`src/rtl/sq_norm_acc.sv`:
```
// rtl/sq_norm_acc.sv - streaming sum-of-squares accumulator; SQ_NORM_ZERO_DETECT_EN adds zero_out
module sq_norm_acc #(
    parameter int ELEM_W  = 16,
    parameter int VEC_LEN = 64,
    parameter int CNT_W   = $clog2(VEC_LEN + 1)
) (
    input  logic                     clk,
    input  logic                     nrst,
    input  logic                     valid_in,
    input  logic signed [ELEM_W-1:0] elem_in,
    input  logic                     last_in,
    input  logic                     clear_in,
    output logic [31:0]              d_out,
    output logic                     valid_out,
    output logic [CNT_W-1:0]         len_out,
    output logic                     sat_out,
    output logic                     trunc_out
`ifdef SQ_NORM_ZERO_DETECT_EN
    ,
    output logic                     zero_out
`endif
);

    typedef enum logic {IDLE, ACCUM} state_t;

    state_t                  state, state_nx;
    logic [CNT_W-1:0]        count;
    logic                    limit;
    logic signed [2*ELEM_W-1:0] prod;

    // Stage-1 registers; sq1 top bit is always zero since |elem|^2 <= 2^(2*ELEM_W-2)
    logic [2*ELEM_W-1:0]     sq1;
    logic                    v1, l1, t1;

    logic [31:0]             acc;
    logic                    sat;
    logic [CNT_W-1:0]        n2;

    logic [31:0]             base;
    logic [32:0]             sum33;
    logic                    sat_hit;
    logic [31:0]             nsum;
    logic                    emit;
    logic                    acc_en;

    assign prod  = elem_in * elem_in;
    assign limit = (count == CNT_W'(VEC_LEN - 1));

    always_ff @(posedge clk or negedge nrst) begin
        if (!nrst) begin
            count <= '0;
            sq1   <= '0;
            v1    <= 1'b0;
            l1    <= 1'b0;
            t1    <= 1'b0;
        end else if (clear_in) begin
            count <= '0;
            v1    <= 1'b0;
        end else begin
            v1 <= valid_in;
            if (valid_in) begin
                sq1   <= prod;
                l1    <= last_in | limit;
                t1    <= limit & ~last_in;
                count <= (last_in | limit) ? '0 : count + 1'b1;
            end
        end
    end

    always_comb begin
        base     = (state == IDLE) ? 32'd0 : acc;
        sum33    = {1'b0, base} + {{(33 - 2*ELEM_W){1'b0}}, sq1};
        sat_hit  = sum33[32] | sat;
        nsum     = sat_hit ? 32'hFFFF_FFFF : sum33[31:0];
        emit     = v1 & l1 & ~clear_in;
        acc_en   = v1 & ~l1 & ~clear_in;
        state_nx = state;
        if (clear_in)
            state_nx = IDLE;
        else if (v1)
            state_nx = l1 ? IDLE : ACCUM;
    end

    always_ff @(posedge clk or negedge nrst) begin
        if (!nrst) begin
            state     <= IDLE;
            acc       <= '0;
            sat       <= 1'b0;
            n2        <= '0;
            d_out     <= '0;
            valid_out <= 1'b0;
            len_out   <= '0;
            sat_out   <= 1'b0;
            trunc_out <= 1'b0;
`ifdef SQ_NORM_ZERO_DETECT_EN
            zero_out  <= 1'b0;
`endif
        end else begin
            state     <= state_nx;
            valid_out <= emit;
            if (clear_in) begin
                acc <= '0;
                sat <= 1'b0;
                n2  <= '0;
            end else if (emit) begin
                d_out     <= nsum;
                len_out   <= n2 + 1'b1;
                sat_out   <= sat_hit;
                trunc_out <= t1;
`ifdef SQ_NORM_ZERO_DETECT_EN
                zero_out  <= (nsum == 32'd0);
`endif
                acc       <= '0;
                sat       <= 1'b0;
                n2        <= '0;
            end else if (acc_en) begin
                acc <= nsum;
                sat <= sat_hit;
                n2  <= n2 + 1'b1;
            end
        end
    end

endmodule

```
`config.mk`:
```
export PLATFORM = sky130hd
export DESIGN_NAME = sq_norm_acc
export DESIGN_NICKNAME = d
export VERILOG_FILES = /design/src/rtl/sq_norm_acc.sv
export SDC_FILE = /design/constraint.sdc
export NUM_CORES = 1
export LEC_CHECK = 0
export BUFFER_PORTS_ARGS = -buffer_cell sky130_fd_sc_hd__buf_4
export CAP_MARGIN = 15
export CORE_MARGIN = 2
export CORE_UTILIZATION = 45
export CTS_CLUSTER_DIAMETER = 30
export DETAILED_ROUTE_END_ITERATION = 8
export PLACE_DENSITY = 0.58
export SLEW_MARGIN = 25
export SYNTH_ARGS = -nofsm -noshare
export SYNTH_HDL_FRONTEND = slang
export SYNTH_SLANG_ARGS = --single-unit
export TNS_END_PERCENT = 30
```
`constraint.sdc`:
```
create_clock -name clk -period 4.2 [get_ports clk]
set_input_delay 0.84 -clock clk [delete_from_list [all_inputs] [get_ports clk]]
set_output_delay 0.84 -clock clk [all_outputs]
set_load 0.05 [all_outputs]
```
# Yosys cells after proc, flatten, opt, wreduce, memory -nomap -nowiden
# Cells that the tools add are included.
[word_totals] in_bits=21 out_inout_bits=42 reg_bits=125
[classes] n_reduce_logical=5 n_mux=18 addsub=3 eq_ne=1 n_mul=1 bitwise_logic=10
[ops] operator="2-to-1 mux 32 bit" count=5
[ops] operator="2-to-1 mux 7 bit" count=6
[ops] operator="adder 32 x 32 -> 33 bit" count=1
[ops] operator="multiplier 16 x 16 -> 32 bit" count=1
[ops] operator="adder 7 x 1 -> 7 bit (second input constant)" count=2
[ops] operator="equality test 7 x 6 -> 1 bit (second input constant)" count=1
[ops] operator="2-to-1 mux 1 bit" count=7
[ops] operator="AND 1 bit" count=5
[ops] operator="AND reduction 2 bit" count=2
[ops] operator="nonzero test 2 bit" count=2
[ops] operator="inverter 1 bit" count=3
[ops] operator="nonzero test 3 bit" count=1
[ops] operator="OR 1 bit" count=2

# Depth between registers and ports, before layout
# Gate-level depths: netlist (run 1).
[depth] depth_word=7 ltp_mapped=24 depth_no_buf=24

# Worst setup path before layout (run 1)
# OpenSTA, ideal clock, no wires.
[synth_timing] path_type="in2reg" startpoint="in elem_in[1]" endpoint="reg sq1[30]" setup_ns=0.116 setup_slack_ns=-2.230 required_ns=4.084 arrival_ns=6.315 cell_stages=20 cell_sequence="clkbuf_1 -> and2_1 -> fa_1 -> fa_1 -> fa_1 -> fa_1 -> fa_1 -> inv_1 -> fa_1 -> inv_1 -> ha_1 -> and4_1 -> and4_1 -> nand2_1 -> o211ai_1 -> a31oi_1 -> o21bai_1 -> a211oi_1 -> o21a_1 -> o311ai_0"
[synth_via] elab_chain_cells=1
[synth_lines] item="start, declared" line_no="10" rtl="input logic signed [ELEM_W-1:0] elem_in,"
[synth_lines] item="multiplier 16 x 16 -> 32 bit" line_no="46" rtl="assign prod = elem_in * elem_in;"
[synth_lines] item="end signal, assigned" line_no="62" rtl="sq1 <= prod;"
[synth_lines] item="end, declared" line_no="32" rtl="logic [2*ELEM_W-1:0] sq1;"
# Every way passes these cells.
# A chain may end at the register's enable or synchronous reset.

# Worst setup path after layout (run 1)
[layout_timing] startpoint="in elem_in[15]" endpoint="reg sq1[30]"
# The elaborated chain is that of the path after synthesis.

==> key figures, run 1 <==
Logic synthesis
  – Area fraction of the dominant cell type after synthesis: between 30% and 40%
  – Syn nets: roughly 2,100
  – Synth Area in Simple Gates: ~14%
  – Synth Instances: 1,699
  – Synth Flop Type: dfrtp_1
  – Largest area contributor in the netlist: fa_1
  – Area contributors post-synth: fa_1 (30%), dfrtp_1 (20%), ha_1 (10%), inv_1 (7.9%), nand2_1 (5.2%)
  – Register area share after synthesis: 20.1%
  – Mapped cell area: between 0.015 and 0.02 mm2
  – Top cells by count, synth: inv_1 (326), fa_1 (233), nand2_1 (214), ha_1 (128), dfrtp_1 (124)
  – Count leader, synth: inv_1
  – Async SR Flop Fraction: 100%
  – Largest family of logic cells by synthesized area: adder cells
  – Xor and xnor area share after synthesis: 3.75%
  – Register bit count reported by yosys: 124
  – YS warnings: 0
  – Number of flops mapped to enable cells by yosys: 0
  – Adder-cell share of the synthesized area: 40.6%
  – Syn_area_per_cell: slightly above 9 um2
  – Synth unique cells: 62
  – Compound-cell area share of the yosys netlist: between 10% and 20%
  – Multiplexer share of the synthesized area: less than 1%

Worst setup path
  – Levels on crit path: 23
  – Critical path's top delay family: adder cells
  – WP buf/inv: 6
  – CP required: roughly 4.5 ns
  – CP Launch Type: input pin
  – Crit-path cells: buf_6, buf_6, and2_4, fa_1, inv_2, fa_2, fa_2, inv_2, fa_1, fa_1, inv_1, fa_1, inv_2, ha_4, and4_1, and4_4, nand2_2, o211ai_1, a31oi_1, o21bai_1, a211oi_2, o21a_1, o311ai_2
  – Crit Path Class: in -> reg
  – Largest stage delay, worst path: 0.55 ns
  – Slowest cell on the critical path: fa_2
  – CP arrival: ~6.3 ns
  – CP most frequent cell: fa_1
  – Kind of end point of the critical path: flip-flop
  – Critical-path maximum fanout: 4
  – Worst reg-to-reg path cell count: 13

Cells and area
  – Storage cell area: around 0.0031 mm2
  – Multi-input logic area: between 0.01 and 0.015 mm2
  – # diodes: 0
  – Post-Layout Cell Count: about 2,400
  – Layout area overhead: 25.3%
  – Finished Cell Area: ~0.019 mm2
  – Fill count: 2,992
  – Share of layout cells above drive strength 1: 23.6%
  – Final nets: 2,335

Floorplanning
  – Core box area: about 0.034 mm2
  – Chip Height: 189 um
  – Starting density of the core: between 40% and 50%
  – Die width: between 150 and 200 um
  – Std cell rows: between 60 and 70
  – Die area: 0.0358 mm2
  – IO Pins: 63

Global route
  – Number of global-route vias before repair: ~13,000
  – Congestion Overflow GR: 0
  – All-Layer GR Usage: around 22%
  – Largest net degree at the start of global routing: 74
  – First-pass GRT wire length: roughly 64,000 um
  – Initial antenna violation count: 0

Clocking
  – CTS root buffer: clkbuf_16
  – # H-tree levels: 4
  – # hold bufs at CTS: 0
  – CTS Buf Count: 17
  – Clock Pin Slew Worst Setup and Hold Paths: 0.06 ns
  – CTS tree: built
  – Worst-skew pair later-pin latency: approximately 0.41 ns
  – Clk buf depth: 2
  – Clock net sink count: between 100 and 150

Route
  – # DRC: 0
  – Routed len/inst: roughly 15 um
  – Vias per cell: 4.93
  – DRT iter0 DRCs: 630
  – Post-DRT Antenna Nets: 0
  – Pre-antenna DRT Iters: 5
  – Via count: ~12,000
  – Routed WL: between 30,000 and 40,000 um

Timing
  – Final worst setup slack: -1.80 ns
  – Unrepaired setup endpoints after global routing: yes
  – Final Hold Slack: about 0.46 ns
  – Final hold viol count: 0
  – Max_slew headroom: 46.1%
  – Skew final: ~0.013 ns
  – Fmax: ~170 MHz
  – Final setup fails: 26
  – Tcrit/Tclk final: 143%
  – Tmin final: 6.00 ns
  – Count of final max-slew check failures: 0
  – Worst-Margin Slew: about 0.8 ns

Placed design
  – Placer Congestion: ~0.88
  – Detailed Place HPWL: between 30,000 and 40,000 um
  – Dpl ws: -2.39 ns
  – Placed cells: ~2,400
  – PortBufs: slightly above 60
  – DP Area: 0.0180 mm2

Status
  – Failing checks: negative setup slack
  – Outcome: finished with violations

Hold path
  – Hold Path Class: in -> async

Run
  – Max-Cap Viols: 0
## flip-flops by register name, indices dropped and copies added, names as in the netlist, 7 cells and up
signal	count
d_out	32
sq1	31
len_out	7
n2	7
count	7
acc	32
## cells in the final DEF (no fill, tap or decap), types with 7 or more instances in the layout
master	instances
a211oi_2	8
nand4_1	7
and2_4	11
nor2_4	7
and2_1	51
a31o_2	7
nor2_1	73
o21a_1	7
buf_6	16
a21oi_2	9
a21o_1	33
buf_8	8
xnor2_1	43
clkbuf_16	17
o31ai_1	7
a31oi_1	8
nand2_1	204
ha_1	113
buf_12	8
xor2_1	20
ha_4	12
a21oi_1	39
and3_1	16
o21ai_1	53
a211oi_1	7
nor3_1	35
inv_2	23
o21ai_0	58
dfrtp_1	124
inv_1	298
fa_1	225
buf_4	257
nand3_1	15
nand2_2	8
fa_2	8
o211ai_1	12
## metrics by stage
step | utilization, % | setup TNS (ns)
6_report | 57.5 | -31.39
3_5_place_dp | 53.6 | -46.15
4_1_cts | 56.9 | -30.83
3_3_place_gp | 53.6 | -44.41
5_1_grt | 57.5 | -36.97
2_1_floorplan | - | -32.94
## cells by family (layout without fill, tap and decap cells)
group	count (synthesis)	count (layout)
and+or+nand+nor	471	471
buffers and inverters	381	648
adders and majority gates	361	361
AOI/OAI and AO/OA	295	295
DFF	124	124
xor gates and xnor gates	66	66
muxes	1	1
## metal layers
layer | GRT usage (%) | wire, um | vias to the layer above
met1 | 31.1 | 18300 | 5750
li1 | - | - | 5926
met2 | 36.5 | 17000 | 200
met5 | 0 | 0 | -
met3 | 1.87 | 1030 | 36
met4 | 4.81 | 628 | 0
## path summary, 6_finish.rpt
check / start / end / slack (ns)
setup / recovery: elem_in[15] / sq1[30] / -1.80
hold / removal: nrst / d_out[11] / 0.46
setup reg to reg: state / acc[29] / 0.48
hold reg to reg: acc[26] / acc[26] / 0.48
max in group asynchronous: nrst / n2[4] / 2.93
min in group clk: acc[26] / acc[26] / 0.48
## timing repair
item,CTS,global route
buffers inserted,19,4
setup endpoints to repair,26,26
resized for setup,118,53
pin swaps,65,38
## cell type report
cell class                      instances  area share [%]
Clock buffer                           18            2.27
Clock inverter                         14           0.815
Inverter                              327            6.43
Multi-Input combinational cell       1194            59.2
Sequential cell                       124            16.0
Tap cell                              448            2.90
Timing Repair Buffer                  289            12.4
Power of run 1 is left out: the tool's default activity adds up to more than one toggle a clock period on the data nets, which glitch-free logic cannot reach.
==> run 2, diff against run 1 <==
--- a/config.mk
+++ b/config.mk
@@ -8,10 +8,10 @@
 export BUFFER_PORTS_ARGS = -buffer_cell sky130_fd_sc_hd__buf_4
 export CAP_MARGIN = 15
 export CORE_MARGIN = 2
-export CORE_UTILIZATION = 45
+export CORE_UTILIZATION = 60
 export CTS_CLUSTER_DIAMETER = 30
 export DETAILED_ROUTE_END_ITERATION = 8
-export PLACE_DENSITY = 0.58
+export PLACE_DENSITY = 0.75
 export SLEW_MARGIN = 25
 export SYNTH_ARGS = -nofsm -noshare
 export SYNTH_HDL_FRONTEND = slang
==> run 2 against run 1 <==
Net effect: the run still ends with negative setup slack left; critical endpoint unchanged; setup slack worse by 0.042 ns; first-iteration DRC count increased by 18%; worst hold slack got worse by 0.0062 ns; die area decreased by 25%; clock skew is 0.0019 ns lower; via count is 4.6% higher; core utilization grew 18 points; final cell count is 5.5% lower; non-clock buffer count shrank 14; cell area fell by 1.3%.
==> key figures, run 2 (synthesis gave the netlist of run 1 again) <==
Status
  – Outcome: finished with violations
  – Failing checks: negative setup slack

Clocking
  – CTS root buffer: clkbuf_16
  – Clock Pin Slew Worst Setup and Hold Paths: ~0.050 ns
  – # H-tree levels: 4
  – Clock net sink count: 124
  – # hold bufs at CTS: 0
  – Worst-skew pair later-pin latency: ~0.42 ns
  – CTS Buf Count: 17
  – CTS tree: built
  – Clk buf depth: 2

Placed design
  – Placer Congestion: roughly 0.95
  – PortBufs: 62
  – Detailed Place HPWL: about 30,000 um

Timing
  – Final setup fails: 25
  – Final Hold Slack: between 0.4 and 0.5 ns
  – Worst-Margin Slew: about 0.81 ns
  – Count of final max-slew check failures: 0
  – Tmin final: 6.05 ns
  – Final hold viol count: 0
  – Fmax: roughly 170 MHz
  – Unrepaired setup endpoints after global routing: yes
  – Final worst setup slack: -1.85 ns
  – Max_slew headroom: a little under half
  – Tcrit/Tclk final: 144%
  – Skew final: ~0.011 ns

Global route
  – Largest net degree at the start of global routing: 76
  – Congestion Overflow GR: 0
  – First-pass GRT wire length: between 60,000 and 70,000 um
  – Initial antenna violation count: 0
  – All-Layer GR Usage: between 20 and 30%
  – Number of global-route vias before repair: between 10,000 and 15,000

Floorplanning
  – Die width: about 160 um
  – IO Pins: 63
  – Chip Height: approximately 160 um
  – Die area: ~0.027 mm2
  – Starting density of the core: about three fifths
  – Std cell rows: 58
  – Core box area: around 0.025 mm2

Cells and area
  – Storage cell area: approximately 0.0031 mm2
  – Layout area overhead: 23.6%
  – Most frequent cells in the layout: inv_1 (308), buf_4 (241), fa_1 (221)
  – Final nets: approximately 2,300
  – Multi-input logic area: between 0.01 and 0.015 mm2
  – # diodes: 0
  – Most common cell after layout, fill and taps aside: inv_1
  – Largest regs: acc x32, d_out x32, sq1 x31
  – Share of layout cells above drive strength 1: 22.0%
  – Fill count: roughly 1,700

Worst setup path
  – WP buf/inv: 6
  – Largest stage delay, worst path: ~0.53 ns
  – Kind of end point of the critical path: flip-flop
  – Critical-path maximum fanout: 7
  – CP Launch Type: input pin
  – Crit-path cells: buf_8, buf_6, and2_4, fa_1, inv_2, fa_2, fa_2, inv_1, fa_2, fa_1, inv_2, fa_1, inv_2, ha_4, and4_4, and4_4, nand2_2, o211ai_1, a31oi_2, o21bai_2, a211oi_2, o2111ai_1, o311ai_2
  – Critical path's top delay family: adder cells
  – CP required: around 4.5 ns
  – Slowest cell on the critical path: fa_2
  – Crit Path Class: in -> reg
  – CP arrival: about 6.3 ns

Route
  – Vias per cell: roughly 5.5
  – # DRC: 0
  – Post-DRT Antenna Nets: 0
  – Routed WL: approximately 37,000 um
  – Pre-antenna DRT Iters: 7
  – Routed len/inst: ~16 um
  – Via count: 12,457
  – DRT iter0 DRCs: between 700 and 800

Run
  – Max-Cap Viols: 0

Hold path
  – Hold Path Class: in -> async
==> run 2: worst paths after layout <==
kind                             start   endpoint  slack, ns  cells past startpoint
setup / recovery           elem_in[15]    sq1[30]      -1.85                     23
hold / removal                    nrst   d_out[7]       0.45                      1
setup reg to reg                 state     acc[7]       0.30                     14
hold reg to reg              d_out[10]  d_out[10]       0.48                      2
max in group asynchronous         nrst    acc[30]       2.93                      2
min in group clk             d_out[10]  d_out[10]       0.48                      2
==> run 2: metrics by stage <==
| stage | area [um2] | std cells | util, % | TNS (ns) | setup WS [ns] |
|---|---|---|---|---|---|
| 6_report | 19100 | 2282 | 75.5 | -32.30 | -1.85 |
| 5_1_grt | 19100 | 2282 | 75.5 | -37.35 | -2.03 |
| 4_1_cts | 19000 | 2280 | 75.3 | -31.70 | -1.79 |
| 3_5_place_dp | 17900 | 2237 | 70.7 | -46.01 | -2.40 |
| 3_3_place_gp | 17900 | 2237 | 70.7 | -43.54 | -2.22 |
| 2_1_floorplan | 15700 | 1699 | - | -32.94 | -1.93 |
==> run 2: metal layers <==
metal | vias up | GRT usage (%) | part of all wire, %
met5 | - | 0 | 0
met4 | 0 | 9.72 | 2.9
met3 | 73 | 2.94 | 4.2
met2 | 350 | 51.9 | 50
met1 | 6128 | 38.4 | 43
li1 | 5906 | - | -
==> run 2: final cells by class <==
type,count,area share (%)
multi-input cells,1194,59.5
flip-flops and latches,124,16.3
repair buffers,275,12.0
inverters,327,6.49
clock buffers,22,2.49
well taps,330,2.16
clock inverters,10,1.09
==> run 2: timing repair <==
item	in CTS	in global routing
setup endpoints to repair	26	27
cloned	0	0
pin swaps	61	35
hold endpoints to repair	0	0
gates resized for setup	107	23
buffers inserted	13	5
==> run 2: worst reg2reg max path, cell delays in order (launching register included) <==
cell and delay, ns:
dfrtp_2 0.53, and2_1 0.20, ha_1 0.20, ha_1 0.23, a21o_1 0.20, nand4_1 0.10, a21oi_1 0.12, o2111ai_1 0.49
a2111oi_2 0.18, a211oi_2 0.46, a211oi_4 0.18, buf_12 0.18, buf_12 0.14, nor3_1 0.39, o21ai_1 0.14
Power of run 2 is left out for the same reason.
==> run 3, diff against run 2 <==
--- a/config.mk
+++ b/config.mk
@@ -12,6 +12,8 @@
 export CTS_CLUSTER_DIAMETER = 30
 export DETAILED_ROUTE_END_ITERATION = 8
 export PLACE_DENSITY = 0.75
+export REMOVE_ABC_BUFFERS = 1
+export SKIP_CTS_REPAIR_TIMING = 1
 export SLEW_MARGIN = 25
 export SYNTH_ARGS = -nofsm -noshare
 export SYNTH_HDL_FRONTEND = slang
==> run 3 against run 2 <==
Net effect: the run still ends with negative setup slack left; register-to-register slack gained 0.24 ns; sequential share of layout area shrank 0.082 points; die area is the same; global-route usage shrank 1.2 points; critical path type unchanged; critical endpoint unchanged.
==> key figures, run 3 (synthesis gave the netlist of run 1 again) <==
Floorplanning
  – Die area: approximately 0.027 mm2
  – Chip Height: ~160 um
  – Std cell rows: just under 60
  – IO Pins: 63
  – Starting density of the core: between 60 and 70%
  – Core box area: ~0.025 mm2
  – Die width: approximately 160 um

Clocking
  – CTS root buffer: clkbuf_16
  – Worst-skew pair later-pin latency: 0.43 ns
  – CTS Buf Count: 17
  – # H-tree levels: 4
  – Clk buf depth: 2
  – CTS tree: built
  – Clock Pin Slew Worst Setup and Hold Paths: 0.06 ns
  – Clock net sink count: ~120

Placed design
  – Detailed Place HPWL: between 20,000 and 30,000 um
  – PortBufs: 62
  – Placer Congestion: 0.937

Route
  – Routed met3 length: ~1600 um
  – Via count: around 13,000
  – DR top layer: met4
  – Routed WL: roughly 39,000 um
  – Post-DRT Antenna Nets: 0
  – Vias per cell: between 5 and 6
  – # DRC: 0
  – Met2 WL: between 15,000 and 20,000 um
  – M1 WL: around 16,000 um
  – DRT iter0 DRCs: between 700 and 800
  – Routed len/inst: between 15 and 20 um
  – Pre-antenna DRT Iters: 5

Worst setup path
  – Crit Path Class: in -> reg
  – CP Launch Type: input pin
  – CP arrival: roughly 6.4 ns
  – Kind of end point of the critical path: flip-flop
  – CP required: about 4.5 ns
  – Reg2reg start: state
  – Setup crit start: elem_in[2]
  – Critical-path maximum fanout: 7

Status
  – Failing checks: negative setup slack
  – Outcome: finished with violations

Cells and area
  – Most frequent cells in the layout: inv_1 (308), buf_4 (261), fa_1 (221)
  – Final nets: 2,340
  – Post-layout util: between 70 and 80%
  – Most common cell after layout, fill and taps aside: inv_1
  – # diodes: 0
  – Share of layout cells above drive strength 1: 23.2%
  – Fill count: 1,773
  – Layout area overhead: 24.2%
  – Largest regs: acc x32, d_out x32, sq1 x31

Run
  – Max-Cap Viols: 0

Timing
  – Final setup fails: 26
  – Count of final max-slew check failures: 0
  – Worst-Margin Slew: 0.833 ns
  – Tmin final: 6.07 ns
  – Fmax: approximately 160 MHz
  – Max_slew headroom: between 40% and 50%
  – Final hold viol count: 0
  – Unrepaired setup endpoints after global routing: yes
  – Skew final: around 0.012 ns
  – Final worst setup slack: -1.87 ns
  – Tcrit/Tclk final: 145%

Hold path
  – HP Start: t1
  – Hold Path Class: reg -> reg

Global route
  – Largest net degree at the start of global routing: approximately 130
  – Initial antenna violation count: 0
  – Congestion Overflow GR: 0
  – Number of global-route vias before repair: ~13,000
  – All-Layer GR Usage: about 28%
  – First-pass GRT wire length: about 61,000 um
[run 3: changes by cell type in the layout (fill, tap and decap cells not counted), sizes merged]
cell	previous run	this run
bufinv	6	0
clkinvlp	2	3
inv	326	336
clkbuf	22	18
buf	275	293
[run 3: critical path, cell delays in order]
cell      delay (ns)
buf_4           0.15
inv_2           0.09
nor2_4          0.14
fa_1            0.48
buf_6           0.16
fa_1            0.49
fa_1            0.54
fa_1            0.52
fa_1            0.53
inv_2           0.04
fa_1            0.51
inv_2           0.05
ha_4            0.16
nor3_4          0.22
o221ai_2        0.11
a31oi_1         0.15
o211ai_1        0.13
a31oi_1         0.29
o21bai_2        0.15
a211oi_2        0.33
o21a_1          0.17
o311ai_1        0.10
[run 3: through the flow]
step | std cells | hold slack, ns | instance area [um2] | setup slack (ns) | TNS (ns)
after floorplan | 1645 | 0.439 | 15200 | -2.27 | -35.35
after global placement | 2258 | 0.455 | 17800 | -2.29 | -45.02
after detailed placement | 2258 | 0.460 | 17800 | -2.48 | -46.83
after CTS | 2290 | 0.476 | 18400 | -2.04 | -35.73
after global routing | 2301 | 0.499 | 19200 | -2.09 | -37.35
final | 2301 | 0.471 | 19200 | -1.87 | -32.26
[run 3: per-layer routing]
layer / global-route usage, % / up-vias
met2: 49.6 / 350
met3: 2.64 / 75
met5: 0 / -
met1: 37.6 / 6262
li1: - / 5937
met4: 8.10 / 0
[run 3: area by class of cell]
| type | instances | area, um2 | area share (%) |
|---|---|---|---|
| Clock inverter | 15 | 145 | 0.757 |
| Tap cell | 330 | 413 | 2.15 |
| Timing Repair Buffer | 294 | 2430 | 12.7 |
| Sequential cell | 124 | 3100 | 16.2 |
| Inverter | 327 | 1240 | 6.47 |
| Clock buffer | 17 | 425 | 2.22 |
| Multi-Input combinational cell | 1194 | 11400 | 59.5 |
[run 3: final timing paths]
path	slack, ns	cells after the start	to
worst min-delay path	0.47	2	t1
worst min register to register	0.47	2	t1
worst max-delay path	-1.87	22	sq1[30]
worst max register to register	0.54	13	acc[29]
max in group asynchronous	3.21	2	sq1[13]
min in group asynchronous	0.49	2	len_out[5]
Power of run 3 is left out for the same reason.
